File: config.mk
export PLATFORM = sky130hd
export DESIGN_NAME = interrupt_priority_sequencer
export DESIGN_NICKNAME = d
export VERILOG_FILES = /design/src/rtl/interrupt_priority_sequencer.sv
export SDC_FILE = /design/constraint.sdc
export NUM_CORES = 1
export LEC_CHECK = 0
export BUFFER_PORTS_ARGS = -buffer_cell sky130_fd_sc_hd__buf_2
export CORE_MARGIN = 4
export CORE_UTILIZATION = 54
export CTS_CLUSTER_DIAMETER = 120
export DETAILED_ROUTE_END_ITERATION = 8
export PLACE_DENSITY_LB_ADDON = 0.1
export REMOVE_ABC_BUFFERS = 1
export SLEW_MARGIN = 20
export SYNTH_ARGS = -nofsm -noshare
export SYNTH_HDL_FRONTEND = slang
export SYNTH_SLANG_ARGS = --single-unit
File: constraint.sdc
create_clock -name i_clk -period 2.5 [get_ports i_clk]
set_input_delay 0.125 -clock i_clk [delete_from_list [all_inputs] [get_ports i_clk]]
set_output_delay 0.125 -clock i_clk [all_outputs]
set_load 0.1 [all_outputs]
File: src/rtl/interrupt_priority_sequencer.sv
// Wishbone interrupt controller: latches level/edge sources, arbitrates by index and sequences claim/EOI.
// Optional IPS_NESTING_EN allows higher-priority sources to preempt in-service ones (nested ACTIVE bits).
module interrupt_priority_sequencer #(
  parameter int WB_DWIDTH = 32,
  parameter int WB_SWIDTH = 4,
  parameter int NUM_SRC   = 16
) (
  input  logic                 i_clk,
  input  logic                 i_rst,
  input  logic [31:0]          i_wb_adr,
  input  logic [WB_SWIDTH-1:0] i_wb_sel,
  input  logic                 i_wb_we,
  input  logic [WB_DWIDTH-1:0] i_wb_dat,
  output logic [WB_DWIDTH-1:0] o_wb_dat,
  input  logic                 i_wb_cyc,
  input  logic                 i_wb_stb,
  output logic                 o_wb_ack,
  output logic                 o_wb_err,
  input  logic [NUM_SRC-1:0]   i_int_src,
  output logic                 o_irq
);

  // state   | meaning
  // WB_IDLE | accepts writes (acked same cycle) and starts reads
  // WB_RD   | read data registered, ack while stb, then back to idle
  typedef enum logic {WB_IDLE, WB_RD} wb_state_t;

  localparam int IW = 5;

  wb_state_t          state_q, state_d;
  logic [NUM_SRC-1:0] enable_q, enable_d;
  logic [NUM_SRC-1:0] edge_sel_q, edge_sel_d;
  logic [NUM_SRC-1:0] edge_pend_q, edge_pend_d;
  logic [NUM_SRC-1:0] active_q, active_d;
  logic [NUM_SRC-1:0] src_d1_q, src_d1_d;
  logic [31:0]        rd_dat_q, rd_dat_d;
  logic               irq_q, irq_d;

  logic [31:0]        wr_word;
  logic [7:0]         adr;
  logic [NUM_SRC-1:0] pending, eligible, best_oh, eoi_oh, one;
  logic [IW-1:0]      best;
  logic               acc, wr_en, rd_start, claim_ok, claim;
  logic [31:0]        rd_mux;

  generate
    if (WB_DWIDTH == 128) begin : g_wide
      assign wr_word = i_wb_dat[32*i_wb_adr[3:2] +: 32];
    end else begin : g_narrow
      assign wr_word = i_wb_dat[31:0];
    end
  endgenerate

  assign adr      = i_wb_adr[7:0];
  assign acc      = i_wb_cyc & i_wb_stb;
  assign wr_en    = acc & i_wb_we & (state_q == WB_IDLE);
  assign rd_start = acc & ~i_wb_we & (state_q == WB_IDLE);
  assign one      = {{(NUM_SRC-1){1'b0}}, 1'b1};

  // Edge sources show their latched bit, level sources show the live line.
  assign pending  = (edge_pend_q & edge_sel_q) | (i_int_src & ~edge_sel_q);
  assign eligible = pending & enable_q & ~active_q;
  assign best_oh  = one << best;
  assign eoi_oh   = one << wr_word[4:0];

  always_comb begin
    best = '0;
    for (int i = NUM_SRC-1; i >= 0; i--) begin
      if (eligible[i]) best = IW'(i);
    end
  end

`ifdef IPS_NESTING_EN
  logic [IW-1:0] cur_pri;
  always_comb begin
    cur_pri = IW'(NUM_SRC);
    for (int i = NUM_SRC-1; i >= 0; i--) begin
      if (active_q[i]) cur_pri = IW'(i);
    end
  end
  assign claim_ok = |eligible;
  assign irq_d    = (|eligible) && (best < cur_pri);
`else
  assign claim_ok = (|eligible) && ~(|active_q);
  assign irq_d    = (|eligible) && ~(|active_q);
`endif

  assign claim = rd_start && (adr == 8'h0C) && claim_ok;

  always_comb begin
    case (adr)
      8'h00:   rd_mux = {{(32-NUM_SRC){1'b0}}, pending};
      8'h04:   rd_mux = {{(32-NUM_SRC){1'b0}}, enable_q};
      8'h08:   rd_mux = {{(32-NUM_SRC){1'b0}}, edge_sel_q};
      8'h0C:   rd_mux = claim ? {1'b1, 26'd0, best} : 32'd0;
      8'h14:   rd_mux = {{(32-NUM_SRC){1'b0}}, active_q};
      8'h18:   rd_mux = {31'd0, irq_q};
      default: rd_mux = 32'h2233_4455;
    endcase
  end

  always_comb begin
    state_d    = state_q;
    enable_d   = enable_q;
    edge_sel_d = edge_sel_q;
    active_d   = active_q;
    rd_dat_d   = rd_dat_q;
    src_d1_d   = i_int_src;
    // A new edge coincident with its own claim survives: set wins over clear.
    edge_pend_d = ((edge_pend_q & ~(claim ? best_oh : '0)) |
                   (i_int_src & ~src_d1_q)) & edge_sel_q;
    if (claim) active_d = active_q | best_oh;
    if (wr_en) begin
      case (adr)
        8'h04:   enable_d   = wr_word[NUM_SRC-1:0];
        8'h08:   edge_sel_d = wr_word[NUM_SRC-1:0];
        8'h10:   active_d   = active_q & ~eoi_oh;
        default: ;
      endcase
    end
    case (state_q)
      WB_IDLE: if (rd_start) begin
        state_d  = WB_RD;
        rd_dat_d = rd_mux;
      end
      WB_RD:   state_d = WB_IDLE;
      default: state_d = WB_IDLE;
    endcase
  end

  always_ff @(posedge i_clk) begin
    if (i_rst) begin
      state_q     <= WB_IDLE;
      enable_q    <= '0;
      edge_sel_q  <= '0;
      edge_pend_q <= '0;
      active_q    <= '0;
      src_d1_q    <= '0;
      rd_dat_q    <= '0;
      irq_q       <= 1'b0;
    end else begin
      state_q     <= state_d;
      enable_q    <= enable_d;
      edge_sel_q  <= edge_sel_d;
      edge_pend_q <= edge_pend_d;
      active_q    <= active_d;
      src_d1_q    <= src_d1_d;
      rd_dat_q    <= rd_dat_d;
      irq_q       <= irq_d;
    end
  end

  assign o_wb_dat = {(WB_DWIDTH/32){rd_dat_q}};
  assign o_wb_ack = wr_en | ((state_q == WB_RD) & i_wb_stb);
  assign o_wb_err = 1'b0;
  assign o_irq    = irq_q;

  logic unused_ok;
  assign unused_ok = ^{i_wb_sel, i_wb_adr[31:8], wr_word[31:NUM_SRC]};

endmodule
-- After elaboration in Yosys (flattened, before gate mapping)
Cells that the tools add are included.
- equality and inequality tests: 6
- shift operators: 2
- muxes and demuxes: 24
- bitwise operators: 26
- reduce and logical (&&, ||, !) cells: 9
- operators with widths (operator ; count):
    case mux 32 bit (6 select lines) ; 1
    bitwise AND 16 bit ; 8
    inverter 16 bit ; 5
    two-way mux 5 bit ; 14
    two-way mux 16 bit ; 4
    OR 16 bit ; 3
    two-way mux 32 bit ; 1
    OR reduction 16 bit ; 2
    << shifter 1 x 5 -> 16 bit (first input constant) ; 2
    equality test 8 x 5 -> 1 bit (second input constant) ; 3
    equality test 8 x 4 -> 1 bit (second input constant) ; 2
    equality test 8 x 3 -> 1 bit (second input constant) ; 1
    zero test 8 bit ; 1
    two-way mux 4 bit ; 2
    bitwise AND 1 bit ; 6
    AND reduction 2 bit ; 3
    logical AND 1 bit ; 3
    inverter 1 bit ; 3
    case mux 1 bit (2 select lines) ; 1
    two-way mux 1 bit ; 1
    OR 1 bit ; 1
- register bits: 114
- input port bits: 89
- output and inout port bits: 35
- logic and storage cells: 75

-- Logic depth before layout (Yosys ltp)
Gate-level depths: netlist of the first run.
- depth in word-level cells: 27
- gate-level depth with buffers: 9
- depth with buffers taken out: 7

-- Worst setup path before layout of the first run
Ideal clock, no wire load.
- path kind: register -> register
- from: register edge_sel_q[14]
- to: register active_q[4]
- arrival: 1.964 ns
- setup slack: 0.462 ns
- stages on the path, launching flop included: 8
- buffers on the path: 0
- path through: dfxtp_1 > mux2_2 > o2bb2ai_1 > nor2b_1 > o311ai_2 > a31oi_1 > or2_2 > o21ai_0
- longest elaborated chain between the ends: 25
- elaborated cells between the ends (all ways): 29
- those cells by class: shift: 1; mux: 18; bitwise: 7; reduce/logical: 3
- RTL lines (what ; line ; text):
    from (decl) ; 32 ; logic [NUM_SRC-1:0] edge_sel_q, edge_sel_d;
    from (signal assigned) ; 144 ; edge_sel_q <= edge_sel_d;
    inverter 16 bit ; 61 ; assign pending = (edge_pend_q & edge_sel_q) | (i_int_src & ~edge_sel_q);
    bitwise AND 16 bit ; 61 ;
    OR 16 bit (*) ; 61 ;
    bitwise AND 16 bit (*) (2 in series) ; 62 ; assign eligible = pending & enable_q & ~active_q;
    two-way mux 4 bit ; 69 ; if (eligible[i]) best = IW'(i);
    two-way mux 5 bit (14 in series) ; 69 ;
    << shifter 1 x 5 -> 16 bit ; 63 ; assign best_oh = one << best;
    OR 16 bit ; 112 ; if (claim) active_d = active_q | best_oh;
    two-way mux 16 bit (*) ; 112 ;
    two-way mux 16 bit ; 114 ; case (adr)
    two-way mux 16 bit (*) ; 113 ; if (wr_en) begin
    to (signal assigned) ; 146 ; active_q <= active_d;
    to (decl) ; 34 ; logic [NUM_SRC-1:0] active_q, active_d;
Every way passes the cells marked *; elsewhere a longest branch is shown, timed or not.
A chain may end at the register's enable or synchronous reset.

-- Worst setup path after layout of the first run
- from: register edge_sel_q[14]
- to: register edge_pend_q[4]
- longest elaborated chain between the ends: 26
- elaborated cells between the ends (all ways): 30
- those cells by class: shift: 1; mux: 16; bitwise: 10; reduce/logical: 3
- RTL lines (what ; line ; text):
    inverter 16 bit ; 61 ;
    bitwise AND 16 bit ; 61 ;
    OR 16 bit (*) ; 61 ;
    bitwise AND 16 bit (*) (2 in series) ; 62 ;
    two-way mux 4 bit ; 69 ;
    two-way mux 5 bit (14 in series) ; 69 ;
    << shifter 1 x 5 -> 16 bit ; 63 ;
    two-way mux 16 bit (*) ; 110 ; edge_pend_d = ((edge_pend_q & ~(claim ? best_oh : '0)) |
    inverter 16 bit (*) ; 110 ;
    bitwise AND 16 bit (*) ; 110 ;
    OR 16 bit (*) ; 110 ;
    bitwise AND 16 bit (*) ; 111 ; (i_int_src & ~src_d1_q)) & edge_sel_q;
    to (signal assigned) ; 145 ; edge_pend_q <= edge_pend_d;
    to (decl) ; 33 ; logic [NUM_SRC-1:0] edge_pend_q, edge_pend_d;
Marked as above.

==> results of run 1 <==
-- power by group through the flow --
stage / Combinational (mW) / Sequential, mW / Clock [mW]
6_report: 0.388 / 1.62 / 1.08
5_1_grt: 0.411 / 1.62 / 1.17
4_1_cts: 0.379 / 1.62 / 1.09
3_5_place_dp: 0.364 / 1.66 / 0
2_1_floorplan: 0.157 / 1.73 / 0
3_3_place_gp: 0.360 / 1.66 / 0
-- cell usage in the layout, fill, tap and decap left out, types with 5 or more instances in the layout --
cell type	Yosys	routed
a21oi_1	62	61
a22oi_1	11	11
buf_2	4	69
buf_4	16	26
clkbuf_8	0	10
conb_1	1	10
dfxtp_1	100	100
dlygate4sd3_1	0	15
inv_1	17	17
mux2_2	7	7
mux2i_1	31	31
nand2_1	42	42
nand2b_1	15	15
nand3_1	35	35
nand3b_1	15	15
nand4_1	5	5
nor2_1	56	54
nor2b_1	48	48
nor3_1	19	19
nor3b_1	9	8
nor4_1	8	8
o21ai_0	16	16
o221ai_1	8	8
or3_1	5	5
-- cells by family (layout without fill, tap and decap cells) --
kind of cell	after synthesis	in the layout
DFF	100	100
buffers and inverters	64	145
muxes	39	39
AOI/OAI and AO/OA	141	141
other	1	10
and+or+nand+nor	282	282
-- path summary, 6_finish.rpt --
path                                             startpoint  slack, ns                         to
worst max-delay path            edge_sel_q[14]$_SDFFE_PP0P_       0.12  edge_pend_q[4]$_SDFF_PP0_
worst min-delay path                          i_int_src[12]    -0.0009    src_d1_q[12]$_SDFF_PP0_
worst max register to register  edge_sel_q[14]$_SDFFE_PP0P_       0.12  edge_pend_q[4]$_SDFF_PP0_
worst min register to register     enable_q[4]$_SDFFE_PP0P_       0.48   enable_q[4]$_SDFFE_PP0P_
-- metrics by stage --
| stage | utilization [%] | hold WS (ns) | std cells |
|---|---|---|---|
| 2_1_floorplan | - | 0.194 | 589 |
| 3_3_place_gp | 61.6 | 0.358 | 815 |
| 3_5_place_dp | 61.6 | 0.371 | 815 |
| 4_1_cts | 65.1 | 0.000809 | 843 |
| 5_1_grt | 65.9 | 0.00488 | 846 |
| 6_report | 65.9 | -0.000890 | 846 |
-- routing by layer --
layer / vias to the layer above / share of wire, % / global-route usage (%) / wire, um
met3: 43 / 7.0 / 6.44 / 1090
met1: 2363 / 43 / 35.9 / 6740
li1: 2393 / - / - / -
met4: 0 / 3.9 / 12.5 / 607
met2: 194 / 46 / 45.5 / 7170
met5: - / 0 / 0 / 0
-- registers in the layout, indices dropped and copies added, names as in the netlist --
| signal | flops |
|---|---|
| state_q | 1 |
| edge_pend_q | 16 |
| edge_sel_q | 16 |
| enable_q | 16 |
| src_d1_q | 16 |
| o_irq | 1 |
| active_q | 16 |
| o_wb_dat | 18 |
-- worst max-delay path: stages, from the launching register on --
cell       delay (ns)
dfxtp_1          0.41
mux2_2           0.37
o2bb2ai_1        0.18
nor2b_1          0.18
o311ai_4         0.34
a31oi_2          0.22
nor2_1           0.28
buf_4            0.20
a31oi_1          0.07
-- final cells by class --
cell class	count	area, um^2
clock buffer	11	141
clock inverter	5	60.1
fill	847	3160
inverter	17	63.8
multi-input combinational	472	2960
sequential	100	2000
tap	129	161
timing repair buffer	112	731
-- what timing repair did --
action	in CTS	in global routing
endpoints found under the setup margin	0	16
gates resized for setup	0	8
hold buffers	12	3
endpoints found under the hold margin	16	3
==> results.cfg, run 1 <==
[power]
ir_drop_mv = 0.267
p_sw_share_pct = 28.3
comb_power_share_pct = 12.6
power.total_mw = 3.08
internal_power_mw = 2.21
power.switching_mw = 0.872
sequentialPowerShare_pct = 52.5
power_leakage_nw = 2.33
pwr_density_cell_nw_per_um2 = 504
clkPwrFrac_pct = 34.9

[sta]
period_share_pct = 95.1
fin_tns_setup_ns = 0
fmax_mhz = 421
relSlewSlack_pct = 53.6
hold_violations = 1
finalCriticalPeriod_ns = 2.38
tightestPinTransition_ns = 0.694
rsz0062_at_grt = true
setup_violations = 0
finClkSkew_ns = 0.00877
setup_slack_ns = 0.123
maxSlewViolCount = 0
hold_ws_ns = -0.000890

[global_routing]
gr-total-overflow = 0
grt_pass1_vias = 4817
grt_max_degree = 76
grt_pass1_wl_mm = 24.8
track_usage_pct = 28.1
antenna_found_initial = 0

[worst_setup_path]
worstSetupEndpointType = register
cp.required_ns = 2.77
worstSetupStartpointType = register
critical_path_class = register to register
ff2ff_path_depth = 8
arrival_ns = 2.64
worstPathMaxFanout = 6

[synthesis]
synthMuxAreaShare_pct = 7.71
ys_ff_latch = 100
yosysTopAreaCellShare_pct = 38.5
synth_cell_types = 58
synth_compound_area_share_pct = 17.3
synth.area.top_cells = dfxtp_1 (39%), a21oi_1 (6.0%), mux2i_1 (6.0%)
synthArstFlopShare_pct = 0
syn_area_um2 = 5190
yosys.area_share.simple_pct = 30.3
synth_xor_area_share_pct = 0
synth_edf_count = 0
yosysWarnings = 0
synth_fa_ha_area_share_pct = 0
synthTopCellsByCount = dfxtp_1 (100), a21oi_1 (62), nor2_1 (56)
synth_top_family_by_area = simple AND/OR/NAND/NOR gates
synth_seq_area_share_pct = 38.5
syn_area_per_cell_um2 = 8.29
synth-main-ff-cell = dfxtp_1
synthCells = 627
yosysTopAreaCell = dfxtp_1
yosysMostFrequentCell = dfxtp_1

[run]
maxCapViolCount = 0

[die]
die_area_um2 = 11300
ios = 124
die_x_um = 106
rows = 35
start_util_pct = 56.0
coreArea_um2 = 9280
die_h_um = 106

[min_path]
hold_path_depth = 2
hold_class = primary input to register

[drt]
routed_wl_mm = 15.6
firstDrtPassIters = 5
drcViolationCount = 0
drt_first_iter_violations = 333
routedWlPerCell_um = 18.4
ant_nets = 0
vias = 4993
viasPerCell = 5.90

[layout]
drive_above_1_share_pct = 19.7
diodes = 0
layout-area-overhead-vs-synth_pct = 17.8
final_nets = 801
design_area_um2 = 6120

[clock_tree]
cts_tree = built
clk_latency_ns = 0.38
clkSinkCount = 100
cts-root-buf = clkbuf_8
clockBufferDepth = 2
numCtsBuffers = 9
cts.htree.levels = 3
post_cts.repair.setup_buffers = 0
path_clk_slew_ns = 0.10

[placed_design]
place_congestion = 0.923
place_hpwl_mm = 11.2
portBuffers = 69
place_ws_ns = 0.136
dpl_cell_area_um2 = 5720

[status]
run_status = finished with violations
violations = negative hold slack
Note: power is estimated with default switching activity, not from simulation.
==> run 2, diff against run 1 <==
--- a/config.mk
+++ b/config.mk
@@ -5,7 +5,8 @@
 export SDC_FILE = /design/constraint.sdc
 export NUM_CORES = 1
 export LEC_CHECK = 0
-export BUFFER_PORTS_ARGS = -buffer_cell sky130_fd_sc_hd__buf_2
+export ABC_CLOCK_PERIOD_IN_PS = 2500
+export BUFFER_PORTS_ARGS = -buffer_cell sky130_fd_sc_hd__buf_4
 export CORE_MARGIN = 4
 export CORE_UTILIZATION = 54
 export CTS_CLUSTER_DIAMETER = 120
==> results.cfg, run 2 (synthesis results as in run 1) <==
[sta]
finalCriticalPeriod_ns = 2.36
setup_violations = 0
maxSlewViolCount = 0
relSlewSlack_pct = 50.5
finClkSkew_ns = 0.0127
hold_violations = 0
fin_tns_setup_ns = 0
rsz0062_at_grt = true
period_share_pct = 94.2
tightestPinTransition_ns = 0.742
fmax_mhz = 424

[global_routing]
gr-total-overflow = 0
track_usage_pct = 28.3
antenna_found_initial = 0
grt_pass1_vias = 4882
grt_pass1_wl_mm = 25.1
grt_max_degree = 73

[layout]
final_cell_mix = dfxtp_1 (100), buf_4 (98), a21oi_1 (61), nor2_1 (54), nor2b_1 (48)
drive_above_1_share_pct = 19.2
seqCellArea_um2 = 2000
final_common_cell = dfxtp_1
final_nets = 809
diodes = 0
layout-area-overhead-vs-synth_pct = 21.2
largest_reg_flops = 18
fin_util_pct = 67.8
multi_input_area_um2 = 2930
design_area_um2 = 6290
nFillCells = 810

[worst_setup_path]
cp.required_ns = 2.79
worstSetupStartpointType = register
worstSetupEndpointType = register
arrival_ns = 2.65
worstPathMaxFanout = 6
r2r_slack_ns = 0.14
critical_path_class = register to register

[status]
run_status = finished clean

[clock_tree]
numCtsBuffers = 9
cts-root-buf = clkbuf_8
clkSinkCount = 100
cts_tree = built
clockBufferDepth = 2
cts.htree.levels = 3
clk_latency_ns = 0.37
path_clk_slew_ns = 0.10

[placed_design]
portBuffers = 69
place_hpwl_mm = 11.0
dpl_cell_area_um2 = 5900
place_congestion = 0.929

[drt]
firstDrtPassIters = 5
viasPerCell = 5.81
vias = 4963
routedWlPerCell_um = 18.0
drcViolationCount = 0
routed_wl_mm = 15.4
ant_nets = 0
drt_first_iter_violations = 388

[die]
ios = 124
rows = 35
start_util_pct = 56.0
die_h_um = 106
coreArea_um2 = 9280
die_area_um2 = 11300
die_x_um = 106

[power]
power_leakage_nw = 2.37
pwr_density_cell_nw_per_um2 = 473
ir_drop_mv = 0.289

[run]
maxCapViolCount = 0

[min_path]
hold_class = primary input to register
==> run 2: changes by cell type in the layout (fill, tap and decap cells not counted), sizes merged <==
cell         delta
dlygate4sd3     +6
clkinvlp        +1
bufinv          -1
buf             +2
==> run 2: metrics by stage <==
| step | instances | worst slack, ns | hold WS [ns] | total power, mW |
|---|---|---|---|---|
| floorplan | 589 | -2.11 | 0.194 | 1.89 |
| global placement | 817 | 0.175 | 0.350 | 2.04 |
| detailed placement | 817 | 0.114 | 0.364 | 2.04 |
| CTS | 854 | 0.0778 | 0.00000649 | 2.99 |
| global route | 854 | -0.0400 | 0.00616 | 3.09 |
| finish | 854 | 0.144 | 0.00421 | 2.98 |
==> run 2: worst max-delay path, cell delays in order (launching register included) <==
cell       delay [ns]
dfxtp_1          0.40
mux2_2           0.37
o2bb2ai_1        0.18
nor2b_1          0.17
o311ai_2         0.38
a31oi_2          0.23
or2_2            0.39
o21ai_0          0.17
==> run 2: routing by layer <==
layer,vias to the layer above,wire (um),global-route usage (%)
met4,0,484,13.1
met3,41,1140,5.28
met5,-,0,0
met2,193,7180,46.0
li1,2411,-,-
met1,2318,6600,36.4
==> run 2: final timing paths <==
check / start / endpoint / depth (start not counted)
worst max-delay path: edge_sel_q[14]$_SDFFE_PP0P_ / active_q[4]$_SDFF_PP0_ / 7
worst min-delay path: i_wb_dat[6] / enable_q[6]$_SDFFE_PP0P_ / 3
worst max register to register: edge_sel_q[14]$_SDFFE_PP0P_ / active_q[4]$_SDFF_PP0_ / 7
worst min register to register: enable_q[4]$_SDFFE_PP0P_ / enable_q[4]$_SDFFE_PP0P_ / 2
==> run 2: layout make-up <==
type                    instances  share of cell area (%)
clock inverters                 5                   0.596
well taps                     129                    2.56
clock buffers                  11                    2.09
multi-input cells             472                    46.6
flip-flops and latches        100                    31.8
repair buffers                120                    15.3
inverters                      17                    1.01
==> run 2: power breakdown <==
part           internal [mW]  total, mW  leakage [nW]  switching [mW]
clock                  0.367      0.942        0.0799           0.575
combinational          0.135      0.417          1.48           0.282
sequential              1.61       1.62         0.811         0.00755
==> run 2: repair_timing <==
action,in CTS,in global routing
setup endpoints to repair,0,16
setup buffers,0,0
gates resized for setup,0,4
hold buffers,21,0
endpoints found under the hold margin,21,0
